===== src/rtl/fir_mac_sequencer.sv =====
// fir_mac_sequencer: folded 16-tap FIR. One multiplier and one accumulator are
// shared across all taps and stepped through by a three-state FSM (IDLE/MAC/OUT).
//
// Ports:
//   clk, reset          rising-edge clock, asynchronous active-high reset
//   in_valid/in_ready   sample handshake, in_data = x[n]
//   clear               history flush, honoured in IDLE only
//   coef_we/addr/data   coefficient bank write port (IDLE only)
//   coef_drop           one-cycle pulse when a coefficient write was discarded
//   out_valid/out_ready result handshake, out_data = y[n] (low N bits of the sum)
//   busy                high while in MAC or OUT
module fir_mac_sequencer #(
  parameter int unsigned N         = 16,
  parameter int unsigned TAPS      = 16,
  parameter int unsigned CW        = 6,
  parameter int unsigned COEF_INIT = 8
) (
  input  logic                    clk,
  input  logic                    reset,
  input  logic                    in_valid,
  output logic                    in_ready,
  input  logic [N-1:0]            in_data,
  input  logic                    clear,
  input  logic                    coef_we,
  input  logic [$clog2(TAPS)-1:0] coef_addr,
  input  logic [CW-1:0]           coef_data,
  output logic                    coef_drop,
  output logic                    out_valid,
  input  logic                    out_ready,
  output logic [N-1:0]            out_data,
  output logic                    busy
);

  localparam int unsigned KW = $clog2(TAPS);
  localparam int unsigned PW = N + CW;
  // Wide enough for TAPS full-scale products, so the sum never wraps.
  localparam int unsigned AW = N + CW + KW;

  typedef enum logic [1:0] {StIdle, StMac, StOut} state_e;

  state_e          r_state;
  state_e          w_state_next;
  logic [N-1:0]    r_hist [TAPS];
  logic [CW-1:0]   r_coef [TAPS];
  logic [AW-1:0]   r_acc;
  logic [KW-1:0]   r_k;
  logic [N-1:0]    r_out_data;
  logic            r_coef_drop;

  logic            w_accept;
  logic            w_last_tap;
  logic [PW-1:0]   w_prod;
  logic [AW-1:0]   w_acc_sum;

  assign in_ready   = (r_state == StIdle) & ~reset;
  assign w_accept   = in_valid & in_ready;
  assign w_last_tap = (r_k == KW'(TAPS - 1));
  assign w_prod     = PW'(r_hist[r_k]) * PW'(r_coef[r_k]);
  assign w_acc_sum  = r_acc + AW'(w_prod);

  assign out_valid  = (r_state == StOut);
  assign busy       = (r_state != StIdle);
  assign out_data   = r_out_data;
  assign coef_drop  = r_coef_drop;

  always_ff @(posedge clk or posedge reset) begin
    if (reset) begin
      r_state <= StIdle;
    end else begin
      r_state <= w_state_next;
    end
  end

  always_comb begin
    w_state_next = r_state;
    unique case (r_state)
      StIdle:  if (w_accept)   w_state_next = StMac;
      StMac:   if (w_last_tap) w_state_next = StOut;
      StOut:   if (out_ready)  w_state_next = StIdle;
      default:                 w_state_next = StIdle;
    endcase
  end

  always_ff @(posedge clk or posedge reset) begin
    if (reset) begin
      for (int i = 0; i < int'(TAPS); i++) begin
        r_hist[i] <= '0;
        r_coef[i] <= CW'(COEF_INIT);
      end
      r_acc       <= '0;
      r_k         <= '0;
      r_out_data  <= '0;
      r_coef_drop <= 1'b0;
    end else begin
      r_coef_drop <= coef_we & (r_state != StIdle);
      // A write on the accept edge lands before MAC reads the bank.
      if (coef_we && (r_state == StIdle)) begin
        r_coef[coef_addr] <= coef_data;
      end
      unique case (r_state)
        StIdle: begin
          if (w_accept) begin
            for (int i = 1; i < int'(TAPS); i++) begin
              r_hist[i] <= clear ? '0 : r_hist[i-1];
            end
            r_hist[0] <= in_data;
            r_acc     <= '0;
            r_k       <= '0;
          end else if (clear) begin
            for (int i = 0; i < int'(TAPS); i++) begin
              r_hist[i] <= '0;
            end
          end
        end
        StMac: begin
          r_acc <= w_acc_sum;
          r_k   <= r_k + KW'(1);
          if (w_last_tap) begin
            r_out_data <= w_acc_sum[N-1:0];
          end
        end
        default: ;
      endcase
    end
  end

endmodule

===== config.mk =====
export PLATFORM = sky130hd
export DESIGN_NAME = fir_mac_sequencer
export DESIGN_NICKNAME = d
export VERILOG_FILES = /design/src/rtl/fir_mac_sequencer.sv
export SDC_FILE = /design/constraint.sdc
export NUM_CORES = 1
export LEC_CHECK = 0
export ABC_AREA = 0
export BUFFER_PORTS_ARGS = -buffer_cell sky130_fd_sc_hd__buf_2
export CAP_MARGIN = 20
export CORE_UTILIZATION = 50
export DETAILED_ROUTE_END_ITERATION = 10
export PLACE_DENSITY = 0.7
export SETUP_SLACK_MARGIN = 0.4
export SLEW_MARGIN = 10
export SYNTH_ARGS = -nofsm -noshare
export SYNTH_HDL_FRONTEND = slang
export SYNTH_SLANG_ARGS = --single-unit
export TNS_END_PERCENT = 1

===== constraint.sdc =====
create_clock -name clk -period 11.63 [get_ports clk]
set_input_delay 1.163 -clock clk [delete_from_list [all_inputs] [get_ports clk]]
set_output_delay 1.163 -clock clk [all_outputs]
set_load 0.01 [all_outputs]

==> results of run 1 <==
==> worst reg2reg max path: cells and delay by family (launching register included) <==
family / cells / cell delay (ns)
adder cells (fa/ha/maj): 5 / 2.19
multiplexers: 2 / 1.32
AO/OA/AOI/OAI: 5 / 0.91
buffers and inverters: 4 / 0.89
AND/OR/NAND/NOR: 4 / 0.85
flip-flops: 1 / 0.81
XOR/XNOR: 1 / 0.19
==> routing by layer <==
metal  vias up  GRT usage [%]
met3        71           3.26
met4         0           6.84
met2       241           35.1
met5         -              0
met1      6550           32.3
li1       5471              -
==> path summary, 6_finish.rpt <==
| path | cells after the start | endpoint | startpoint |
|---|---|---|---|
| min in group asynchronous | 2 | r_state[0] | reset |
| worst min-delay path | 2 | out_data[6] | out_data[6] |
| worst max-delay path | 21 | r_acc[15] | r_k[0] |
| worst min register to register | 2 | out_data[6] | out_data[6] |
| worst max register to register | 21 | r_acc[15] | r_k[0] |
| max in group asynchronous | 5 | r_hist[71] | reset |
==> final cells by class <==
type	count	area share, %
Clock buffer	66	5.89
Clock inverter	8	0.374
Inverter	85	1.51
Multi-Input combinational cell	912	41.4
Sequential cell	391	45.8
Tap cell	511	2.99
Timing Repair Buffer	67	1.99
==> metrics by stage <==
step | setup slack (ns) | util, % | hold slack [ns]
finish | 4.29 | 56.3 | 0.475
CTS | 4.23 | 56.3 | 0.488
global placement | 4.34 | 52.8 | 0.467
detailed placement | 4.25 | 52.8 | 0.474
global route | 3.65 | 56.3 | 0.517
floorplan | 5.22 | - | 0.456
==> sequential cells by signal, summed over array words and instances (netlist names) <==
signal,count
coef_drop,1
out_data,16
r_acc,16
r_coef,96
r_hist,256
r_k,4
r_state,2
==> where the power goes <==
part	total, mW	switching (mW)	internal, mW
registers	1.82	0.203	1.62
logic	2.58	1.51	1.07
clock network	1.30	0.533	0.765
total	5.69	2.24	3.45
==> logic make-up after synthesis <==
| group | after synthesis | share of synthesized area, % |
|---|---|---|
| buf+inv | 194 | 4.23 |
| compound gates | 350 | 14.7 |
| xor+xnor | 23 | 1.14 |
| mux | 205 | 16.5 |
| fa+ha+maj | 81 | 7.40 |
| flops | 391 | 50.3 |
| simple gates | 253 | 5.66 |
==> layout by cell type (no fill, tap or decap), drive strengths merged, types with 3 or more instances in the layout <==
| cell | Yosys | layout |
|---|---|---|
| clkbuf | 85 | 66 |
| nor2 | 82 | 82 |
| o21a | 3 | 3 |
| a21oi | 14 | 14 |
| mux2i | 20 | 20 |
| clkinv | 0 | 7 |
| fa | 57 | 57 |
| inv | 85 | 84 |
| buf | 24 | 67 |
| mux2 | 102 | 102 |
| ha | 24 | 24 |
| dfrtp | 375 | 375 |
| xnor2 | 15 | 15 |
| o21ai | 38 | 38 |
| or2 | 3 | 3 |
| a31oi | 3 | 3 |
| dfstp | 16 | 16 |
| nand2b | 16 | 16 |
| and2 | 6 | 6 |
| nor2b | 13 | 13 |
| nand2 | 102 | 102 |
| xor2 | 7 | 7 |
| nor3 | 5 | 5 |
| a22o | 263 | 263 |
| a22oi | 4 | 4 |
| a221oi | 8 | 8 |
| nand3 | 18 | 18 |
| a21o | 3 | 3 |
| o22ai | 8 | 8 |
| mux4 | 83 | 83 |
==> flow_metrics.py, run 1 <==
metrics = {
    "outcome": {
        "status": "finished, final reports clean",
    },
    "clock_network": {
        "clockBufferDepth": 3,
        "clock_latency_ns": 0.55,
        "htreeDepth": 2,
        "cts_setup_buffers": 0,
        "cts_hold_repair.buffers": 0,
        "root_buffer": "clkbuf_16",
        "cts_buffers": 41,
        "cts.sinks": 391,
        "cts_tree": "done",
        "clk_pin_slew_ns": 0.06,
        "cts_resized": 0,
    },
    "worst_setup_path": {
        "arrival_ns": 7.72,
        "crit_chain": "buf_4, mux4_2, nor2_1, a221oi_1, mux2i_1, nand2b_1, fa_1, fa_1, inv_1, fa_1, inv_1, fa_1, inv_1, ha_1, nor2b_1, o21a_1, nor4b_1, o31ai_1, o41ai_1, xnor2_1, o22ai_1",
        "critPathKind": "register to register",
        "critPathSlowestCell": "dfrtp_4",
        "critPathLaunchType": "register",
        "path_buf_inv": 4,
        "reg2reg_slack_ns": 4.29,
        "slowest_delay_ns": 0.81,
        "critPathMaxFanout": 42,
        "cpMostUsedCell": "fa_1",
        "endpoint_kind": "register",
        "path_delay_family": "adder cells",
        "required_ns": 12.01,
    },
    "floorplan": {
        "ios": 52,
        "fp.coreArea_um2": 38000,
        "rows": 71,
        "die_h_um": 199,
        "initial_core_util_pct": 51.2,
        "die_area_um2": 39800,
        "die_w_um": 199,
    },
    "final_layout": {
        "num_antenna_cells": 0,
        "syn2layout_area_growth_pct": 9.92,
        "final_nets": 1611,
        "layout-drive-gt1-share_pct": 22.6,
        "finalNonFillerCells": 2040,
        "multi_input_area_um2": 8880,
        "fillerInstances": 3176,
        "stdcell_area_um2": 21400,
        "ff_latch_area_um2": 9810,
    },
    "run": {
        "maxCapViolCount": 0,
    },
    "power": {
        "ir_drop_uv": 180,
        "total_power_mw": 5.69,
        "leakage_nw": 10.0,
        "powerDensity_nw_per_um2": 266,
    },
    "detailed_routing": {
        "wl_met1_um": 19000,
        "wl_per_cell_um": 20.5,
        "dr.pass1.iters": 8,
        "via_count": 12300,
        "wl_um": 41800,
        "highest_layer": "met4",
        "drt_iter0_drc": 904,
        "met3_wirelength_um": 1520,
        "via_per_inst": 6.05,
        "drc_errors": 0,
        "antenna_left": 0,
        "wl_met2_um": 20200,
    },
    "synth": {
        "synth_edf_count": 0,
        "ys_top_cells_by_area": "dfrtp_1 48%, a22o_1 12%, mux4_2 9.6%",
        "yosys_most_used_dff": "dfrtp_1",
        "yosys.area.top_type": "dfrtp_1",
        "yosysSeqAreaShare_pct": 50.3,
        "yosysMostFrequentCell": "dfrtp_1",
        "ys_warn_count": 0,
        "synth_cell_types": 53,
        "syn_area_um2": 19500,
        "syn-num-nets": 1610,
        "syn_inst": 1497,
        "yosys-top-cells-count": "375 x dfrtp_1, 263 x a22o_1, 102 x nand2_1, 101 x mux2_2, 85 x clkbuf_1",
        "synth.avg_cell_area_um2": 13.0,
        "async_flop_share_pct": 100,
        "yosys.area.top_type_share_pct": 48.2,
        "ys_seq_elements": 391,
    },
    "global_route": {
        "grt_max_degree": 257,
        "antenna_found_initial": 0,
        "grt_pass1_vias": 12700,
        "grt_overflow": 0,
        "grt_pass1_wl_um": 69400,
        "track_usage_pct": 22.3,
    },
    "placed_design": {
        "dp_hpwl_um": 25600,
        "placed_area_um2": 20100,
        "dp_cells": 1965,
        "port-buffer-count": 51,
        "place_congestion": 0.822,
    },
    "sta": {
        "fin_crit_ns": 7.34,
        "setup-tns-final_ns": 0,
        "setup_viol": 0,
        "rsz0062_at_grt": "no",
        "tightest_slew_ns": 1.31,
        "finalHoldViolCount": 0,
        "clock_skew_ns": 0.0169,
        "slew_headroom_pct": 12.9,
        "drv_slew": 0,
        "finalCritPeriodShare_pct": 63.1,
        "clock.fmax_mhz": 136,
    },
    "hold_path": {
        "hp-class": "register to register",
    },
}
Power figures use the tool's default switching activity.
==> run 2, diff against run 1 <==
--- a/config.mk
+++ b/config.mk
@@ -10,7 +10,7 @@
 export CAP_MARGIN = 20
 export CORE_UTILIZATION = 50
 export DETAILED_ROUTE_END_ITERATION = 10
-export PLACE_DENSITY = 0.7
+export PLACE_DENSITY = 0.67
 export SETUP_SLACK_MARGIN = 0.4
 export SLEW_MARGIN = 10
 export SYNTH_ARGS = -nofsm -noshare
==> constraint.sdc (replaced) <==
create_clock -name clk -period 6.85 [get_ports clk]
set_input_delay 0.685 -clock clk [delete_from_list [all_inputs] [get_ports clk]]
set_output_delay 0.685 -clock clk [all_outputs]
set_load 0.01 [all_outputs]
==> flow_metrics.py, run 2 (synthesis gave the netlist of run 1 again) <==
metrics = {
    "clock_network": {
        "cts_hold_repair.buffers": 0,
        "cts.sinks": 391,
        "clock_latency_ns": 0.57,
        "cts_buffers": 41,
        "clk_pin_slew_ns": 0.06,
        "htreeDepth": 2,
        "clockBufferDepth": 3,
        "root_buffer": "clkbuf_16",
        "cts_tree": "done",
    },
    "global_route": {
        "grt_max_degree": 257,
        "grt_pass1_wl_um": 70300,
        "track_usage_pct": 22.9,
        "antenna_found_initial": 0,
        "grt_pass1_vias": 12500,
        "grt_overflow": 0,
    },
    "sta": {
        "setup_viol": 0,
        "clock_skew_ns": 0.0122,
        "rsz0062_at_grt": "no",
        "finalHoldViolCount": 0,
        "finalWorstSetupSlack_ns": 0.789,
        "drv_slew": 0,
        "fin_hold_ws_ns": 0.313,
        "setup-tns-final_ns": 0,
        "tightest_slew_ns": 1.21,
        "fin_crit_ns": 6.06,
        "slew_headroom_pct": 19.2,
        "clock.fmax_mhz": 165,
        "finalCritPeriodShare_pct": 88.5,
    },
    "final_layout": {
        "final_common_cell": "dfrtp_1",
        "max_flop_register": "r_hist",
        "layout-drive-gt1-share_pct": 24.1,
        "layout.cells.most_common_list": "372 x dfrtp_1, 263 x a22o_1, 102 x nand2_1",
        "largest_reg_flops": 256,
        "final_nets": 1635,
        "num_antenna_cells": 0,
        "top_regs": "r_hist (256), r_coef (96)",
        "syn2layout_area_growth_pct": 11.5,
    },
    "floorplan": {
        "die_w_um": 199,
        "initial_core_util_pct": 51.2,
        "die_h_um": 199,
        "fp.coreArea_um2": 38000,
        "die_area_um2": 39800,
        "rows": 71,
        "ios": 52,
    },
    "worst_setup_path": {
        "critPathKind": "register to register",
        "path_delay_family": "adder cells",
        "crit_chain": "buf_12, mux4_2, nor2_1, a221oi_2, a21oi_1, buf_4, nor2_1, fa_1, fa_1, fa_1, inv_1, fa_1, inv_1, ha_1, a21oi_1, nand3b_1, o21ai_0, o31ai_1, nor2_1, xnor2_1, mux2_1",
        "required_ns": 7.29,
        "arrival_ns": 6.50,
        "critPathMaxFanout": 18,
        "slowest_delay_ns": 0.54,
        "cpMostUsedCell": "fa_1",
        "endpoint_kind": "register",
        "path_buf_inv": 4,
        "critPathLaunchType": "register",
        "critPathSlowestCell": "dfrtp_4",
    },
    "detailed_routing": {
        "via_count": 12300,
        "drt_iter0_drc": 945,
        "via_per_inst": 5.97,
        "wl_um": 42600,
        "drc_errors": 0,
        "antenna_left": 0,
        "dr.pass1.iters": 5,
        "wl_per_cell_um": 20.7,
    },
    "power": {
        "leakage_nw": 10.2,
        "powerDensity_nw_per_um2": 459,
        "total_power_mw": 9.96,
        "ir_drop_uv": 322,
    },
    "hold_path": {
        "hp-class": "input port to register",
    },
    "outcome": {
        "status": "finished, final reports clean",
    },
    "placed_design": {
        "dp_hpwl_um": 27300,
        "post-place-ws_ns": 0.602,
        "place_congestion": 0.832,
        "port-buffer-count": 51,
    },
    "run": {
        "maxCapViolCount": 0,
    },
}
[run 2: cell types whose count changed in the layout (fill, tap and decap cells not counted), sizes merged]
cell | before | now
buf | 67 | 91
clkbuf | 66 | 60
bufinv | 1 | 3
[run 2: metal layers]
metal	vias to the layer above	global-route usage, %	part of all wire [%]
met4	0	7.44	2.4
met5	-	0	0
met1	6475	33.6	47
met2	236	34.6	47
met3	68	3.92	4.4
li1	5518	-	-
[run 2: metrics by stage]
stage          instance area [µm²]  cells  util [%]
6_report                     21700   2060      57.1
5_1_grt                      21700   2060      57.1
3_5_place_dp                 20300   1988      53.4
2_1_floorplan                19500   1497         -
4_1_cts                      21700   2058      57.0
3_3_place_gp                 20300   1988      53.4
[run 2: final timing paths]
path	slack, ns	startpoint	end	cells past startpoint
max in group asynchronous	4.99	reset	r_hist[72]	3
hold reg to reg	0.48	out_data[7]	out_data[7]	2
min in group asynchronous	0.33	reset	r_coef[16]	2
setup reg to reg	0.79	r_k[0]	out_data[13]	21
hold / removal	0.31	out_ready	r_state[1]	2
setup / recovery	0.79	r_k[0]	out_data[13]	21
[run 2: final cells by class]
type / count / area (µm²)
Clock inverter: 10 / 140
Fill cell: 3095 / 16300
Inverter: 85 / 323
Sequential cell: 391 / 9810
Multi-Input combinational cell: 912 / 8890
Timing Repair Buffer: 91 / 672
Clock buffer: 60 / 1240
Tap cell: 511 / 639
[run 2: timing repair]
| action | in CTS | in global routing |
|---|---|---|
| setup endpoints to repair | 0 | 3 |
| resized for setup | 0 | 4 |
| setup buffers | 0 | 2 |
[run 2: power breakdown]
group          total, mW  leakage (nW)  internal (mW)  switching, mW
Clock               2.27         0.684           1.36          0.905
Sequential          3.07          5.28           2.74          0.323
Combinational       4.63          4.21           1.98           2.65
